<file path="config.mk">
export PLATFORM = sky130hd
export DESIGN_NAME = gb_xact_snap_ram
export DESIGN_NICKNAME = d
export VERILOG_FILES = /design/src/rtl/gb_xact_pkg.sv /design/src/rtl/gb_xact_snap_ram.sv
export SDC_FILE = /design/constraint.sdc
export NUM_CORES = 1
export LEC_CHECK = 0
export BUFFER_PORTS_ARGS = -buffer_cell sky130_fd_sc_hd__buf_2
export CAP_MARGIN = 30
export CORE_ASPECT_RATIO = 0.5
export CORE_MARGIN = 1
export CORE_UTILIZATION = 42
export CTS_BUF_LIST = sky130_fd_sc_hd__clkbuf_4 sky130_fd_sc_hd__clkbuf_8 sky130_fd_sc_hd__clkbuf_16
export CTS_CLUSTER_DIAMETER = 120
export DETAILED_ROUTE_END_ITERATION = 16
export PLACE_DENSITY = 0.57
export SKIP_LAST_GASP = 1
export SYNTH_ARGS = -nofsm -noshare
export SYNTH_HDL_FRONTEND = slang
export SYNTH_SLANG_ARGS = --single-unit
</file>
<file path="constraint.sdc">
create_clock -name gb_clk -period 12.4 [get_ports gb_clk]
set_input_delay 2.48 -clock gb_clk [delete_from_list [all_inputs] [get_ports gb_clk]]
set_output_delay 2.48 -clock gb_clk [all_outputs]
set_load 0.02 [all_outputs]
</file>
<file path="src/rtl/gb_xact_pkg.sv">
// Shared encodings for the ghostbus transaction checker: sweep phases
// (also the err_phase output encoding) and FSM states.
package gb_xact_pkg;

  localparam logic [1:0] PH_SNAP   = 2'd0;
  localparam logic [1:0] PH_REPEAT = 2'd1;
  localparam logic [1:0] PH_WRITE  = 2'd2;
  localparam logic [1:0] PH_VERIFY = 2'd3;

  localparam logic [2:0] ST_IDLE  = 3'd0;
  localparam logic [2:0] ST_ISSUE = 3'd1;
  localparam logic [2:0] ST_WAIT  = 3'd2;
  localparam logic [2:0] ST_CHECK = 3'd3;
  localparam logic [2:0] ST_GAP   = 3'd4;
  localparam logic [2:0] ST_DONE  = 3'd5;

endpackage

</file>
<file path="src/rtl/gb_xact_snap_ram.sv">
// Snapshot store for the checker: one masked read value per table entry.
// Simple dual-port, registered read with one cycle of latency.
module gb_xact_snap_ram
  import gb_xact_pkg::*;
#(
  parameter int DW      = 32,
  parameter int N_ADDRS = 46,
  parameter int IDXW    = 6
) (
  input  logic            gb_clk,
  input  logic            we,
  input  logic [IDXW-1:0] waddr,
  input  logic [DW-1:0]   wdata,
  input  logic [IDXW-1:0] raddr,
  output logic [DW-1:0]   rdata
);

  logic [DW-1:0] mem [N_ADDRS];

  // Write port and registered read port; contents are not reset.
  always_ff @(posedge gb_clk) begin
    if (we) mem[waddr] <= wdata;
    rdata <= mem[raddr];
  end

endmodule

</file>
==> results.cfg, run 1 <==
[clock_tree]
clk-insertion-delay-late_ps = 770
cts.path.max_buffers = 3
numCtsBuffers = 136
cts-htree-levels = 4
numClockSinks = 1504
cts_setup_buffers = 0
cts_resized = 0
clk_pin_slew_ps = 70
postCtsHoldBufs = 0
cts_root_buffer = clkbuf_16
cts_tree = yes

[finish]
finalNonFillerCells = 4806
layout-drive-gt1-share_pct = 22.3
syn_to_final_growth_pct = 12.3
fin_area_um2 = 64300
nets = 2951
final_core_util_pct = 47.7

[detailed_routing]
wl_per_cell_um = 31.4
vias = 28549
drc_errors = 0
ant_nets = 0
via_per_inst = 5.94
dr.pass1.iters = 7
routed_wl_mm = 151
drtIter0Drc = 3151

[power_and_ir_drop]
finalPower_mw = 10.3
p_leak_nw = 20.7
ir_worst_vdd_mv = 0.156
powerDensity_nw_per_um2 = 161

[run_status]
status = finished, final reports clean

[die]
ioPinCount = 78
initial_core_util_pct = 42.5
core_um2 = 135000
rows = 95
die_y_um = 263
fp.dieArea_um2 = 138000
die_w_um = 524

[yosys]
netlist_area_um2 = 57300
syn_inst = 2767
synth-seq-cells = 1504
synth_enable_flop_cells = 1472
synth.yosys.seq_area_share_pct = 78.3
yosysMostFrequentCell = edfxtp_1
synth_top_area_share_pct = 77.1
ys_warn_count = 0
synth.distinct_cells = 39
ys_async_sr_fraction_pct = 0
ys_top_cells_by_area = edfxtp_1, mux4_2, mux2i_1
synthFlopType = edfxtp_1
synth.avg_cell_area_um2 = 20.7
synth_fp_nets = 2813
yosysTopAreaCell = edfxtp_1
synth_common_cells = edfxtp_1, mux2i_1, mux4_2

[global_routing]
grt_max_degree = 114
grt_first_pass_wirelength_mm = 214
grt_usage_pct = 21.9
gr-total-overflow = 0
first_global_vias = 28552
antenna_found_initial = 4

[place]
numPortBuffers = 77
gp_congestion = 0.808
place_inst = 4561
postPlaceCellArea_um2 = 59900
dp_hpwl_mm = 83.9

[critical_path]
start_kind = primary input
regToRegStartpoint = mem[36][11]$_DFFE_PP_
r2r_end = rdata[11]$_DFF_P_
reg2reg_depth = 5
required_ps = 13060
crit_path_end_kind = register
r2r_setup_slack_ps = 10360
worstPathArrival_ps = 6240
crit_fanout = 73
crit_type = primary input to register

[timing]
setup_tns_ps = 0
timing.fmax_mhz = 179
period_share_pct = 45.0
slew_headroom_pct = 27.0
finalSetupViolCount = 0
worst_pin_slew_ps = 1090
rsz0062_at_grt = no
hold_viol = 0
finClkSkew_ps = 20.5
fin_crit_ps = 5580
final_max_slew_viol_count = 0

[worst_hold_path]
min_to = rdata[18]$_DFF_P_
min_delay_path_depth = 3
min-delay-start = mem[8][18]$_DFFE_PP_
holdCritPathClass = register to register

[job]
maxCapViolations = 0
-- worst max path at each step --
stage / startpoint / end / slack (ps) / depth (start not counted)
floorplan: we / mem[18][0]$_DFFE_PP_ / 6750 / 5
global placement: raddr[1] / rdata[28]$_DFF_P_ / 6040 / 8
detailed placement: raddr[1] / rdata[29]$_DFF_P_ / 6080 / 8
CTS: raddr[1] / rdata[29]$_DFF_P_ / 6910 / 8
global route: raddr[1] / rdata[29]$_DFF_P_ / 6730 / 8
finish: raddr[1] / rdata[29]$_DFF_P_ / 6820 / 8
-- sequential cells by signal, summed over array words and instances, names as in the netlist --
name	cells
mem	1472
rdata	32
-- cell usage in the layout, fill, tap and decap left out, types with 12 or more instances in the layout --
cell type	instances
edfxtp_1	1472
mux2i_1	308
mux4_2	204
clkbuf_16	140
buf_4	87
a21oi_1	76
buf_2	74
a221oi_1	72
o21ai_0	61
nor2_1	47
o22ai_1	44
a22oi_1	44
nor2_4	42
clkbuf_4	33
dfxtp_1	32
clkinv_2	24
nand2_1	23
clkinv_1	21
mux2_2	20
nor3_1	20
a22o_1	20
nand4b_1	20
a32oi_1	12
o211ai_1	12
a32o_1	12
a211o_1	12
-- area by class of cell --
type                            instances  area (um^2)
Clock inverter                         65          539
Multi-Input combinational cell       1098        11800
Clock buffer                          179         3830
Timing Repair Buffer                  165         1090
Antenna cell                            1         2.50
Sequential cell                      1504        44800
Fill cell                           11083        70500
Tap cell                             1794         2240
-- critical path, stage by stage --
cell,delay [ps]
buf_8,500
buf_4,650
buf_4,600
buf_4,660
mux4_2,410
o22ai_1,260
a21oi_1,130
a211o_1,320
-- per-stage QoR --
step | hold slack (ps) | setup slack (ps)
3_3_place_gp | 686 | 6040
6_report | 705 | 6820
5_1_grt | 745 | 6730
4_1_cts | 712 | 6910
2_1_floorplan | 651 | 6750
3_5_place_dp | 695 | 6080
-- layer usage --
layer  GRT usage [%]  wire [um]
met1            31.5      66000
met2            34.8      71800
met3            3.38       9680
met4            6.03       3230
met5               0          0
-- logic make-up after synthesis --
| group | share of synthesized area (%) |
|---|---|
| DFF | 78.3 |
| muxes | 13.8 |
| and+or+nand+nor | 1.61 |
| buffers and inverters | 1.85 |
| AOI/OAI and AO/OA | 4.49 |
-- power by group --
group / leakage, nW / total (mW) / internal (mW) / switching (mW)
clock: 2.20 / 4.19 / 2.34 / 1.85
sequential: 13.5 / 5.65 / 5.63 / 0.0203
combinational: 4.96 / 0.511 / 0.164 / 0.347
Power figures use the tool's default switching activity.
==> inputs of run 2 (changes only) <==
--- a/config.mk
+++ b/config.mk
@@ -13,7 +13,7 @@
 export CTS_BUF_LIST = sky130_fd_sc_hd__clkbuf_4 sky130_fd_sc_hd__clkbuf_8 sky130_fd_sc_hd__clkbuf_16
 export CTS_CLUSTER_DIAMETER = 120
 export DETAILED_ROUTE_END_ITERATION = 16
-export PLACE_DENSITY = 0.57
+export PLACE_DENSITY = 0.59
 export SKIP_LAST_GASP = 1
 export SYNTH_ARGS = -nofsm -noshare
 export SYNTH_HDL_FRONTEND = slang
==> constraint.sdc (replaced) <==
create_clock -name gb_clk -period 4.5 [get_ports gb_clk]
set_input_delay 0.9 -clock gb_clk [delete_from_list [all_inputs] [get_ports gb_clk]]
set_output_delay 0.9 -clock gb_clk [all_outputs]
set_load 0.02 [all_outputs]
==> run 2 against run 1 <==
  * Die area unchanged
  * Highest routed layer unchanged
  * First-iteration DRC count up 0.76%
  * Non-clock buffer count up 51
  * Clock skew up 5.4 ps
  * Sequential power rose to 2.8 times the previous value
  * Count of clock-buffer cells in the layout up 5
  * Sequential share of layout area down 0.99 points
  * Via count up 0.63%
  * Routed wire length down 1.5%
  * Combinational power rose to 2.9 times the previous value
  * Critical path depth unchanged
  * Global-route usage down 0.30 points
==> results.cfg, run 2 (synthesized netlist as in run 1, its figures left out) <==
[clock_tree]
cts_setup_buffers = 0
numClockSinks = 1504
cts_resized = 0
cts-htree-levels = 4
postCtsHoldBufs = 0
cts_tree = yes
clk_pin_slew_ps = 70
numCtsBuffers = 135
clk-insertion-delay-late_ps = 770
cts_root_buffer = clkbuf_16
cts.path.max_buffers = 3

[power_and_ir_drop]
finalPower_mw = 28.7
switchingPower_mw = 6.12
ir_worst_vdd_mv = 0.413
p_leak_nw = 21.1
p_sw_share_pct = 21.3
pwr-share-seq_pct = 54.2
p_comb_share_pct = 5.1
powerDensity_nw_per_um2 = 440
cell_internal_pwr_mw = 22.6
p_clk_share_pct = 40.7

[finish]
largest_reg_flops = 1472
syn_to_final_growth_pct = 13.9
nets = 3001
mostFrequentLayoutCell = edfxtp_1
regMostFlops = mem
mostFrequentLayoutCells = edfxtp_1, mux2i_1, mux4_2
final_core_util_pct = 48.4
layout-drive-gt1-share_pct = 23.4
fill_cells = 10968
top_regs = mem x1472, rdata x32
fin_area_um2 = 65300

[detailed_routing]
routed_wl_mm = 148
wl_per_cell_um = 30.5
via_per_inst = 5.91
dr.pass1.iters = 5
ant_nets = 0
drtIter0Drc = 3175
drc_errors = 0
vias = 28728

[place]
dp_hpwl_mm = 86.7
gp_congestion = 0.805
postPlaceCellArea_um2 = 60700
detailedPlace.worstSlack_ps = 989
numPortBuffers = 77

[timing]
finalSetupViolCount = 0
layout_setup_ws_ps = 1740
worst_pin_slew_ps = 1030
slew_headroom_pct = 31.4
final_max_slew_viol_count = 0
timing.fmax_mhz = 362
rsz0062_at_grt = no
hold_viol = 0
setup_tns_ps = 0
fin_crit_ps = 2760
period_share_pct = 61.4
finClkSkew_ps = 26.0

[global_routing]
grt_first_pass_wirelength_mm = 212
gr-total-overflow = 0
grt_max_degree = 65
first_global_vias = 28587
antenna_found_initial = 3
grt_usage_pct = 21.6

[die]
die_y_um = 263
fp.dieArea_um2 = 138000
ioPinCount = 78
core_um2 = 135000
die_w_um = 524
initial_core_util_pct = 42.5
rows = 95

[critical_path]
worstPathArrival_ps = 3380
crit_type = primary input to register
required_ps = 5120
crit_fanout = 37
crit_path_end_kind = register
start_kind = primary input

[worst_hold_path]
holdCritPathClass = primary input to register

[job]
maxCapViolations = 0

[run_status]
status = finished, final reports clean
[run 2: per-layer routing]
layer	wire (um)	GRT usage, %
met5	0	0
met4	3400	6.27
met3	10400	3.42
met2	69500	33.3
met1	65100	31.8
[run 2: through the flow]
stage / hold slack (ps) / std cells
floorplan: 651 / 2767
global placement: 681 / 4608
detailed placement: 678 / 4610
CTS: 524 / 4857
global route: 501 / 4859
finish: 525 / 4861
[run 2: critical path, stage by stage]
cell and delay (ps):
buf_8 370, buf_12 330, buf_4 340, mux4_2 520
nor2_1 90, a21oi_1 50, a22oi_1 480, nand4b_1 150
[run 2: worst paths after layout]
check	startpoint	slack [ps]	cells past startpoint	to
worst min-delay path	wdata[27]	530	1	mem[3][27]$_DFFE_PP_
worst max register to register	mem[15][22]$_DFFE_PP_	2630	4	rdata[22]$_DFF_P_
worst min register to register	mem[8][10]$_DFFE_PP_	690	3	rdata[10]$_DFF_P_
worst max-delay path	raddr[0]	1740	8	rdata[12]$_DFF_P_
[run 2: layout make-up]
cell class,instances,area (um^2),area share (%)
Sequential cell,1504,44800,68.7
Multi-Input combinational cell,1098,11800,18.0
Clock buffer,184,3930,6.03
Tap cell,1794,2240,3.44
Timing Repair Buffer,216,1920,2.95
Clock inverter,63,543,0.832
Antenna cell,2,5.00,0.00767
[run 2: power by group through the flow]
stage	clock, mW	sequential, mW	combinational, mW
2_1_floorplan	0	15.9	0.757
3_3_place_gp	0	15.9	1.44
3_5_place_dp	0	15.9	1.46
4_1_cts	11.9	15.6	1.47
5_1_grt	12.4	15.6	1.54
6_report	11.7	15.6	1.46
